## src/rtl/inst_enc_i.sv

```systemverilog
// I-type / COP0 instruction encoder feeding a small output FIFO.
// Optional TLB ops (TLBWI, TLBP) are enabled by defining INST_ENC_TLB_EN.

package inst_enc_pkg;
    localparam logic [7:0] OP_INVAILD = 8'd0;
    localparam logic [7:0] OP_ADD     = 8'd1;
    localparam logic [7:0] OP_SLT     = 8'd2;
    localparam logic [7:0] OP_AND     = 8'd3;
    localparam logic [7:0] OP_OR      = 8'd4;
    localparam logic [7:0] OP_XOR     = 8'd5;
    localparam logic [7:0] OP_LU      = 8'd6;
    localparam logic [7:0] OP_BEQ     = 8'd7;
    localparam logic [7:0] OP_BNE     = 8'd8;
    localparam logic [7:0] OP_BLEZ    = 8'd9;
    localparam logic [7:0] OP_BGTZ    = 8'd10;
    localparam logic [7:0] OP_BLTZ    = 8'd11;
    localparam logic [7:0] OP_BGEZ    = 8'd12;
    localparam logic [7:0] OP_BLTZAL  = 8'd13;
    localparam logic [7:0] OP_BGEZAL  = 8'd14;
    localparam logic [7:0] OP_LB      = 8'd15;
    localparam logic [7:0] OP_LH      = 8'd16;
    localparam logic [7:0] OP_LW      = 8'd17;
    localparam logic [7:0] OP_LWL     = 8'd18;
    localparam logic [7:0] OP_LWR     = 8'd19;
    localparam logic [7:0] OP_SB      = 8'd20;
    localparam logic [7:0] OP_SH      = 8'd21;
    localparam logic [7:0] OP_SW      = 8'd22;
    localparam logic [7:0] OP_SWL     = 8'd23;
    localparam logic [7:0] OP_SWR     = 8'd24;
    localparam logic [7:0] OP_MFC0    = 8'd25;
    localparam logic [7:0] OP_MTC0    = 8'd26;
    localparam logic [7:0] OP_ERET    = 8'd27;
    localparam logic [7:0] OP_WAIT    = 8'd28;
    localparam logic [7:0] OP_TLBWI   = 8'd29;
    localparam logic [7:0] OP_TLBP    = 8'd30;
    localparam logic [7:0] OP_CACHE   = 8'd31;
    localparam logic [7:0] OP_PREF    = 8'd32;
endpackage

// Generic circular FIFO with extra-MSB pointers and synchronous flush.
// Latency: a word pushed at edge N is visible at the head after edge N.
// Backpressure: push_rdy = !full from state only; no push while full even if popping.
module inst_enc_fifo #(
    parameter int W     = 32,
    parameter int DEPTH = 4
) (
    input  logic                     clk,
    input  logic                     rst_n,
    input  logic                     flush,
    input  logic                     push_vld,
    input  logic [W-1:0]             push_dat,
    output logic                     push_rdy,
    output logic                     pop_vld,
    input  logic                     pop_rdy,
    output logic [W-1:0]             pop_dat,
    output logic [$clog2(DEPTH):0]   count
);
    localparam int AW = $clog2(DEPTH);
    localparam logic [AW:0] PTR_ONE = {{AW{1'b0}}, 1'b1};

    logic [AW:0]  wr_ptr;
    logic [AW:0]  rd_ptr;
    logic [W-1:0] mem [DEPTH];
    logic         full;
    logic         empty;
    logic         do_push;
    logic         do_pop;

    assign full     = (wr_ptr[AW] != rd_ptr[AW]) && (wr_ptr[AW-1:0] == rd_ptr[AW-1:0]);
    assign empty    = (wr_ptr == rd_ptr);
    assign push_rdy = !full;
    assign pop_vld  = !empty;
    assign pop_dat  = mem[rd_ptr[AW-1:0]];
    assign count    = wr_ptr - rd_ptr;

    // Flush wins over both sides, so a same-cycle push is dropped.
    assign do_push = push_vld && !full && !flush;
    assign do_pop  = pop_rdy && !empty && !flush;

    always_ff @(posedge clk or negedge rst_n) begin
        if (!rst_n) begin
            wr_ptr <= '0;
            rd_ptr <= '0;
            for (int i = 0; i < DEPTH; i++) begin
                mem[i] <= '0;
            end
        end else if (flush) begin
            wr_ptr <= '0;
            rd_ptr <= '0;
        end else begin
            if (do_push) begin
                mem[wr_ptr[AW-1:0]] <= push_dat;
                wr_ptr              <= wr_ptr + PTR_ONE;
            end
            if (do_pop) begin
                rd_ptr <= rd_ptr + PTR_ONE;
            end
        end
    end
endmodule

// Encodes decoded I-type/COP0 ops into MIPS words and queues them.
// Latency: 1 cycle from accept to out_valid when the FIFO was empty.
// Backpressure: in_ready = !full (state only); unencodable ops are accepted and dropped.
module inst_enc_i
    import inst_enc_pkg::*;
#(
    parameter int DEPTH = 4
) (
    input  logic                     clk,
    input  logic                     rst_n,
    input  logic                     flush,
    input  logic                     in_valid,
    output logic                     in_ready,
    input  logic [7:0]               op,
    input  logic [4:0]               reg_s,
    input  logic [4:0]               reg_t,
    input  logic [15:0]              immediate,
    input  logic                     flag_unsigned,
    output logic                     out_valid,
    input  logic                     out_ready,
    output logic [31:0]              inst,
    output logic                     err,
    output logic [7:0]               err_cnt,
    output logic [$clog2(DEPTH):0]   count
);
    logic [5:0]  enc_opc;
    logic [4:0]  enc_rs;
    logic [4:0]  enc_rt;
    logic [15:0] enc_imm;
    logic        enc_fixed;
    logic [31:0] fixed_word;
    logic        enc_ok;
    logic [31:0] enc_word;
    logic        accept;

    always_comb begin
        enc_opc    = 6'h00;
        enc_rs     = reg_s;
        enc_rt     = reg_t;
        enc_imm    = immediate;
        enc_fixed  = 1'b0;
        fixed_word = 32'h0;
        enc_ok     = 1'b1;
        case (op)
            OP_ADD:    enc_opc = flag_unsigned ? 6'h09 : 6'h08;
            OP_SLT:    enc_opc = flag_unsigned ? 6'h0b : 6'h0a;
            OP_LB:     enc_opc = flag_unsigned ? 6'h24 : 6'h20;
            OP_LH:     enc_opc = flag_unsigned ? 6'h25 : 6'h21;
            OP_AND:    enc_opc = 6'h0c;
            OP_OR:     enc_opc = 6'h0d;
            OP_XOR:    enc_opc = 6'h0e;
            OP_BEQ:    enc_opc = 6'h04;
            OP_BNE:    enc_opc = 6'h05;
            OP_LW:     enc_opc = 6'h23;
            OP_LWL:    enc_opc = 6'h22;
            OP_LWR:    enc_opc = 6'h26;
            OP_SB:     enc_opc = 6'h28;
            OP_SH:     enc_opc = 6'h29;
            OP_SW:     enc_opc = 6'h2b;
            OP_SWL:    enc_opc = 6'h2a;
            OP_SWR:    enc_opc = 6'h2e;
            OP_CACHE:  enc_opc = 6'h2f;
            OP_PREF:   enc_opc = 6'h33;
            OP_BLEZ: begin
                enc_opc = 6'h06;
                enc_rt  = 5'h00;
            end
            OP_BGTZ: begin
                enc_opc = 6'h07;
                enc_rt  = 5'h00;
            end
            OP_LU: begin
                enc_opc = 6'h0f;
                enc_rs  = 5'h00;
            end
            // REGIMM: the rt field selects the branch flavour.
            OP_BLTZ: begin
                enc_opc = 6'h01;
                enc_rt  = 5'h00;
            end
            OP_BGEZ: begin
                enc_opc = 6'h01;
                enc_rt  = 5'h01;
            end
            OP_BLTZAL: begin
                enc_opc = 6'h01;
                enc_rt  = 5'h10;
            end
            OP_BGEZAL: begin
                enc_opc = 6'h01;
                enc_rt  = 5'h11;
            end
            OP_MFC0: begin
                enc_opc = 6'h10;
                enc_rs  = 5'h00;
            end
            OP_MTC0: begin
                enc_opc = 6'h10;
                enc_rs  = 5'h04;
            end
            OP_ERET: begin
                enc_fixed  = 1'b1;
                fixed_word = 32'h4200_0018;
            end
            OP_WAIT: begin
                enc_fixed  = 1'b1;
                fixed_word = 32'h4200_0020;
            end
`ifdef INST_ENC_TLB_EN
            OP_TLBWI: begin
                enc_fixed  = 1'b1;
                fixed_word = 32'h4200_0002;
            end
            OP_TLBP: begin
                enc_fixed  = 1'b1;
                fixed_word = 32'h4200_0008;
            end
`endif
            default:   enc_ok = 1'b0;
        endcase
        enc_word = enc_fixed ? fixed_word : {enc_opc, enc_rs, enc_rt, enc_imm};
    end

    assign accept = in_valid && in_ready;

    inst_enc_fifo #(
        .W     (32),
        .DEPTH (DEPTH)
    ) u_fifo (
        .clk      (clk),
        .rst_n    (rst_n),
        .flush    (flush),
        .push_vld (in_valid && enc_ok),
        .push_dat (enc_word),
        .push_rdy (in_ready),
        .pop_vld  (out_valid),
        .pop_rdy  (out_ready),
        .pop_dat  (inst),
        .count    (count)
    );

    // Error tracking ignores flush: a bad op accepted during flush still counts.
    always_ff @(posedge clk or negedge rst_n) begin
        if (!rst_n) begin
            err     <= 1'b0;
            err_cnt <= 8'h00;
        end else begin
            err <= accept && !enc_ok;
            if (accept && !enc_ok && (err_cnt != 8'hFF)) begin
                err_cnt <= err_cnt + 8'h01;
            end
        end
    end
endmodule

```

## config.mk

```make
export PLATFORM = sky130hd
export DESIGN_NAME = inst_enc_i
export DESIGN_NICKNAME = d
export VERILOG_FILES = /design/src/rtl/inst_enc_i.sv
export SDC_FILE = /design/constraint.sdc
export NUM_CORES = 1
export LEC_CHECK = 0
export CORE_MARGIN = 2
export CORE_UTILIZATION = 51
export DETAILED_ROUTE_END_ITERATION = 10
export GPL_TIMING_DRIVEN = 1
export PLACE_DENSITY = 0.76
export SYNTH_ARGS = -nofsm -noshare
export SYNTH_HDL_FRONTEND = slang
export SYNTH_HIERARCHICAL = 1
export SYNTH_SLANG_ARGS = --single-unit
export TNS_END_PERCENT = 50
```

## constraint.sdc

```tcl
create_clock -name clk -period 2.3 [get_ports clk]
set_input_delay 0.575 -clock clk [delete_from_list [all_inputs] [get_ports clk]]
set_output_delay 0.575 -clock clk [all_outputs]
set_load 0.1 [all_outputs]
```

==> results.ini, run 1 <==
[outcome]
status=complete, but fails checks
violations=negative setup slack

[finish]
fin_util=0.7450
fin_area_um2=10910
drive_above_1_share=0.5122
nets=776
syn_to_final_growth_pct=41.40
fillCellCount=847
diodes=0
layout_commonest_cell=dfrtp_1
final_cell_mix=dfrtp_1 (141), mux2_4 (128), buf_4 (74), buf_12 (52), mux4_2 (32)

[detailed_routing]
drtPass1Iterations=5
avgRoutedWirePerCell_um=24.43
drc_errors=0
routed_via_density=5.956
ant_nets=0
num_vias=5491
drt_wl_total_um=22530
drt_iter0_drc=542

[timing]
fin_worst_skew_ns=0.01235
rsz0062_at_grt=yes
worstMarginPinSlew_ns=1.025
max_slew_margin=0.3078
setup_tns_ns=-18.77
fmax_mhz=399.5
setup_viol=154
period_needed_ns=2.503
finalCritPeriodShare=1.088
worst_slack_ns=-0.2032
hold_viol=0
drv_slew=0

[pwr]
vdd_drop_max_mv=0.9892
powerDensity_nw_per_um2=1055
p_leak_nw=4.904

[logic_synthesis]
async_reset_ff_frac=1.000
yosys_warnings=6
synth_edf_count=0
syn_inst=556
synth_area_leaders=dfrtp_1 (46%), mux2_4 (18%), mux4_2 (9.3%)
yosysSeqAreaShare=0.4638
syn-num-nets=605
synth_area_leader_cell=dfrtp_1
netlist.area_leader.share=0.4638
synthesis.area_um2=7715
syn_avg_cell_area_um2=13.88
synth-seq-cells=143
synth_flop_cell=dfrtp_1
synth_cell_types=58

[floorplan]
start_util=0.5268
die_y_um=127.0
die-width_um=127.0
die_area_um2=16130
core_um2=14640
ioPinCount=86
rows=44

[setup_path]
arrival_ns=2.82
r2r_end=u_fifo/mem[101]$_DFFE_PN0P_
reg2reg_slack_ns=0.12
crit_fanout=5
start_kind=primary input
critical_path_class=in -> reg
cp.required_ns=2.61
worstRegToRegCells=7
rr_startpoint=u_fifo/wr_ptr[1]$_DFFE_PN0P_
end_kind=flop

[global_routing]
grt_pass1_wl_um=35140
grt.total_usage=0.2902
grt_pass1_vias=5957
grt_start_max_net_pins=64
grt.overflow.total=0
antenna_found_initial=0

[clock_network]
cts_root_buf=clkbuf_16
clkSlewWorstSetupHoldPaths_ns=0.06
cts.sinks=143
clockBufferDepth=2
clock_latency_ns=0.44
cts_buffers=17
htreeDepth=4
cts_tree=built

[place]
gp_congestion=0.7961
io_buffers=85
hpwl_um=12440
postPlaceCellArea_um2=9661

[job]
max-cap-violations=0

[min_path]
min_path_type=in -> async

## area by class of cell
cell class | instances | area [um2] | share of cell area
clock buffer | 18 | 429.2 | 0.03934
inverter | 11 | 41.29 | 0.003785
timing repair buffer | 188 | 2357 | 0.2161
tap | 184 | 230.2 | 0.02110
clock inverter | 12 | 121.4 | 0.01113
sequential | 143 | 3581 | 0.3282
multi-input combinational | 366 | 4149 | 0.3803
## worst max-delay path by stage
stage	start	end	cells after the start
after floorplan	op[5]	u_fifo/mem[10]$_DFFE_PN0P_	9
after global placement	op[7]	u_fifo/mem[84]$_DFFE_PN0P_	9
after detailed placement	op[7]	u_fifo/mem[32]$_DFFE_PN0P_	9
after CTS	u_fifo/rd_ptr[0]$_DFFE_PN0P_	inst[5]	3
after global routing	u_fifo/rd_ptr[0]$_DFFE_PN0P_	inst[5]	3
final	op[6]	u_fifo/mem[95]$_DFFE_PN0P_	11
## per-layer routing
metal  part of all wire  up-vias  global-route usage  wire length [um]
met5                  0        -                   0                 0
met4              0.032        0              0.1261               731
met3              0.053       55             0.05946              1193
met2               0.50      233              0.4636             11230
met1               0.42     2828              0.3890              9369
li1                   -     2375                   -                 -
## worst max-delay path, cell delays in order
cell and delay, ns:
buf_6 0.10, or4_4 0.54, nor2_4 0.14, a22oi_2 0.11, a31oi_4 0.20, buf_6 0.15, nand3b_1 0.14, a21oi_4 0.25
buf_6 0.16, clkbuf_16 0.15, mux2_4 0.30
## Yosys cell counts (4+ instances only)
master    instances
mux2_4           90
and2_1           20
nor2b_1          10
mux4_2           32
dfrtp_1         143
buf_6             9
a21oi_1          20
buf_2             9
nand3_1          10
clkbuf_1         13
nand3b_1          5
ha_1              8
nand2_1          25
buf_4             4
o21ai_0          17
nor2_1           19
mux2_2           40
xor2_1            6
inv_1            11
## through the flow
step / setup WS, ns / hold WS (ns) / power [mW] / std cells
2_1_floorplan: -0.2913 / 0.2794 / 6.712 / 556
3_3_place_gp: -0.7974 / 0.4736 / 8.570 / 864
3_5_place_dp: -0.9116 / 0.4873 / 8.643 / 864
4_1_cts: -0.1801 / 0.1541 / 11.42 / 921
5_1_grt: -0.2387 / 0.1695 / 11.84 / 922
6_report: -0.2032 / 0.1212 / 11.51 / 922
## where the power goes
| part | total, mW | switching, mW | leakage (nW) | internal, mW |
|---|---|---|---|---|
| registers | 3.07 | 0.251 | 1.94 | 2.82 |
| clock network | 2.66 | 1.09 | 0.267 | 1.57 |
| logic | 5.78 | 3.60 | 2.70 | 2.17 |
## timing repair
| action | in CTS | in global routing |
|---|---|---|
| resized for setup | 94 | 38 |
| pin swaps | 8 | 10 |
| cloned | 11 | 1 |
| endpoints found under the setup margin | 171 | 166 |
| hold buffers | 0 | 0 |
| setup buffers | 17 | 8 |
## sequential cells by signal, indices dropped and copies added (netlist names)
signal and cells:
err 1, err_cnt 8, u_fifo/mem 128, u_fifo/rd_ptr 3
u_fifo/wr_ptr 3
## cells by family after synthesis
logic type	after synthesis	synth area share
AOI/OAI and AO/OA	65	0.05628
and+or+nand+nor	118	0.08790
xor gates and xnor gates	9	0.01022
muxes	165	0.3312
DFF	143	0.4638
adders and majority gates	9	0.01557
buffers and inverters	47	0.03503
Note: power is estimated with default switching activity, not from simulation.
==> inputs of run 2 (changes only) <==
--- a/config.mk
+++ b/config.mk
@@ -6,9 +6,11 @@
 export NUM_CORES = 1
 export LEC_CHECK = 0
+export CELL_PAD_IN_SITES_DETAIL_PLACEMENT = 0
+export CELL_PAD_IN_SITES_GLOBAL_PLACEMENT = 1
 export CORE_MARGIN = 2
-export CORE_UTILIZATION = 51
+export CORE_UTILIZATION = 42
 export DETAILED_ROUTE_END_ITERATION = 10
 export GPL_TIMING_DRIVEN = 1
-export PLACE_DENSITY = 0.76
+export PLACE_DENSITY_LB_ADDON = 0.1
 export SYNTH_ARGS = -nofsm -noshare
 export SYNTH_HDL_FRONTEND = slang
==> constraint.sdc (replaced) <==
create_clock -name clk -period 2.3 [get_ports clk]
set_input_delay 0.345 -clock clk [delete_from_list [all_inputs] [get_ports clk]]
set_output_delay 0.345 -clock clk [all_outputs]
set_load 0.1 [all_outputs]
==> run 2 against run 1 <==
Net effect: the run now ends clean; via count decreased by 8.1%; critical path depth increased by 2; worst setup slack improved by 0.23 ns; register-to-register slack improved by 0.07 ns; sequential power decreased by 1%; die area increased by 21%; core utilization decreased by 15 points; critical path type unchanged; largest cell class unchanged.
==> results.ini, run 2 (same netlist as run 1, synthesis figures left out) <==
[place]
gp_congestion=0.8101  ; +1.8%
hpwl_um=12270  ; -1.3%
io_buffers=85  ; unchanged

[detailed_routing]
drt_wl_total_um=18860  ; -16%
met1Wirelength_um=8723  ; -6.9%
routed_via_density=5.299  ; -11%
avgRoutedWirePerCell_um=19.81  ; -19%
dr.max_layer_used=met4
drc_errors=0  ; unchanged
num_vias=5045  ; -8.1%
dr_wl_met2_um=9392  ; -16%
drtPass1Iterations=5  ; unchanged
ant_nets=0  ; unchanged
drt_iter0_drc=161  ; -70%
dr_wl_met3_um=598  ; -50%

[finish]
reg.largest.list=u_fifo/mem x128, err_cnt x8
layout_commonest_cell=dfrtp_1
fin_util=0.5911  ; -0.1538
regMostFlops=u_fifo/mem
nets=760  ; -2.1%
largest_reg_flops=128  ; unchanged
drive_above_1_share=0.4924  ; -0.01980
syn_to_final_growth_pct=37.64
diodes=0  ; unchanged
final_cell_mix=dfrtp_1 (142), mux2_4 (92), buf_4 (64), buf_12 (46), mux2_2 (38)

[floorplan]
die_y_um=139.5  ; +9.9%
start_util=0.4295  ; -0.09735
die_area_um2=19470  ; +21%
ioPinCount=86  ; unchanged
rows=49  ; +11%
die-width_um=139.5  ; +9.9%
core_um2=17960  ; +23%

[setup_path]
arrival_ns=2.57  ; -0.25 ns
critical_path_class=in -> reg
start_kind=primary input
rr_startpoint=u_fifo/rd_ptr[0]$_DFFE_PN0P_
cp.required_ns=2.60  ; about the same
crit_slowest_cell=or3_4
slowest_delay_ns=0.44  ; -0.10 ns
cp-startpoint=op[0]
end_kind=flop
crit_fanout=6  ; +1
crit_top_cell=buf_4
crit_chain=clkdlybuf4s15_1 -> or3_4 -> buf_4 -> buf_4 -> nand4_2 -> a31oi_4 -> buf_4 -> buf_6 -> nand3b_1 -> a21oi_4 -> buf_12 -> clkbuf_16 -> mux2_4

[timing]
drv_slew=0  ; unchanged
fin_worst_skew_ns=0.006796  ; -0.005550 ns
hold_viol=0  ; unchanged
finalCritPeriodShare=0.9889  ; -0.09947
rsz0062_at_grt=yes
max_slew_margin=0.4485  ; +0.1408
worstMarginPinSlew_ns=0.8169  ; -0.2085 ns
setup_tns_ns=0  ; +18.77 ns
setup_viol=0  ; -100%
fmax_mhz=439.7  ; +10%
timing.hold.ws_ns=0.4624  ; +0.3412 ns
period_needed_ns=2.274  ; -0.2288 ns

[clock_network]
clockBufferDepth=2  ; unchanged
htreeDepth=4  ; unchanged
cts_buffers=17  ; unchanged
clock_latency_ns=0.42  ; -0.02 ns
cts_tree=built
cts.sinks=143  ; unchanged
cts_root_buf=clkbuf_16
clkSlewWorstSetupHoldPaths_ns=0.06  ; about the same

[pwr]
total_power_mw=11.38  ; -1.1%
vdd_drop_max_mv=1.042  ; +5.3%
powerDensity_nw_per_um2=1072  ; +1.6%
p_leak_nw=4.738  ; -3.4%

[global_routing]
grt_pass1_vias=5496  ; -7.7%
grt.overflow.total=0  ; unchanged
grt_start_max_net_pins=58  ; -9.4%
antenna_found_initial=0  ; unchanged
grt.total_usage=0.1958  ; -0.09445
grt_pass1_wl_um=30020  ; -15%

[min_path]
min_path_type=in -> async

[job]
max-cap-violations=0  ; unchanged

[outcome]
status=finished, final reports clean

## run 2: cell count changes in the layout (fill, tap and decap cells not counted), sizes merged
cell / previous run / this run
dlygate4sd3: 0 / 1
bufinv: 2 / 3
buf: 154 / 130
dlymetal6s2s: 0 / 1
clkbuf: 19 / 27
bufbuf: 0 / 1
inv: 12 / 11
clkinv: 6 / 3
clkinvlp: 3 / 4
## run 2: metrics by stage
step | worst slack [ns] | cells | area [um2]
after floorplan | -0.06133 | 556 | 7796
after detailed placement | -0.6308 | 902 | 9664
after CTS | -0.05478 | 942 | 10420
after global placement | -0.6029 | 902 | 9664
final | 0.02555 | 952 | 10620
after global routing | -0.02855 | 952 | 10620
## run 2: cell type report
| cell class | instances | area [um2] |
|---|---|---|
| clock buffers | 21 | 450.4 |
| clock inverters | 10 | 138.9 |
| fillers | 1412 | 7345 |
| inverters | 11 | 41.29 |
| multi-input cells | 366 | 3979 |
| flip-flops and latches | 143 | 3580 |
| well taps | 229 | 286.5 |
| repair buffers | 172 | 2143 |
## run 2: report_power, final
| group | switching [mW] | internal [mW] |
|---|---|---|
| Combinational | 3.52 | 2.06 |
| Clock | 1.04 | 1.72 |
| Sequential | 0.213 | 2.82 |
## run 2: routing by layer
layer	vias up	global-route usage
li1	2347	-
met5	-	0
met2	93	0.3199
met1	2594	0.2697
met4	0	0.04632
met3	11	0.04233
## run 2: path summary, 6_finish.rpt
check / to / cells after the start / slack (ns)
max reg2reg: u_fifo/mem[100]$_DFFE_PN0P_ / 5 / 0.19
max: u_fifo/mem[1]$_DFFE_PN0P_ / 13 / 0.03
min: u_fifo/mem[82]$_DFFE_PN0P_ / 2 / 0.46
min in group clk: err_cnt[5]$_DFFE_PN0P_ / 1 / 0.50
max in group asynchronous: u_fifo/mem[21]$_DFFE_PN0P_ / 3 / 1.00
min reg2reg: err_cnt[5]$_DFFE_PN0P_ / 1 / 0.50
## run 2: critical path: cells and delay by family
kind | cells | cell delay, ns
AO/OA/AOI/OAI | 2 | 0.17
buffers and inverters | 7 | 1.08
multiplexers | 1 | 0.29
AND/OR/NAND/NOR | 3 | 0.68
## run 2: repair_timing
item	CTS	global route
buffers inserted	6	5
endpoints found under the hold margin	54	0
gates resized for setup	34	18
gates cloned	2	5
hold buffers	1	0
pin swaps	8	10
endpoints found under the setup margin	157	164
==> inputs of run 3 (changes only) <==
CTS_CLUSTER_DIAMETER = 50   (was not set)
==> results of run 3 <==
Final layout, timing and power as in run 2 (identical DEF).
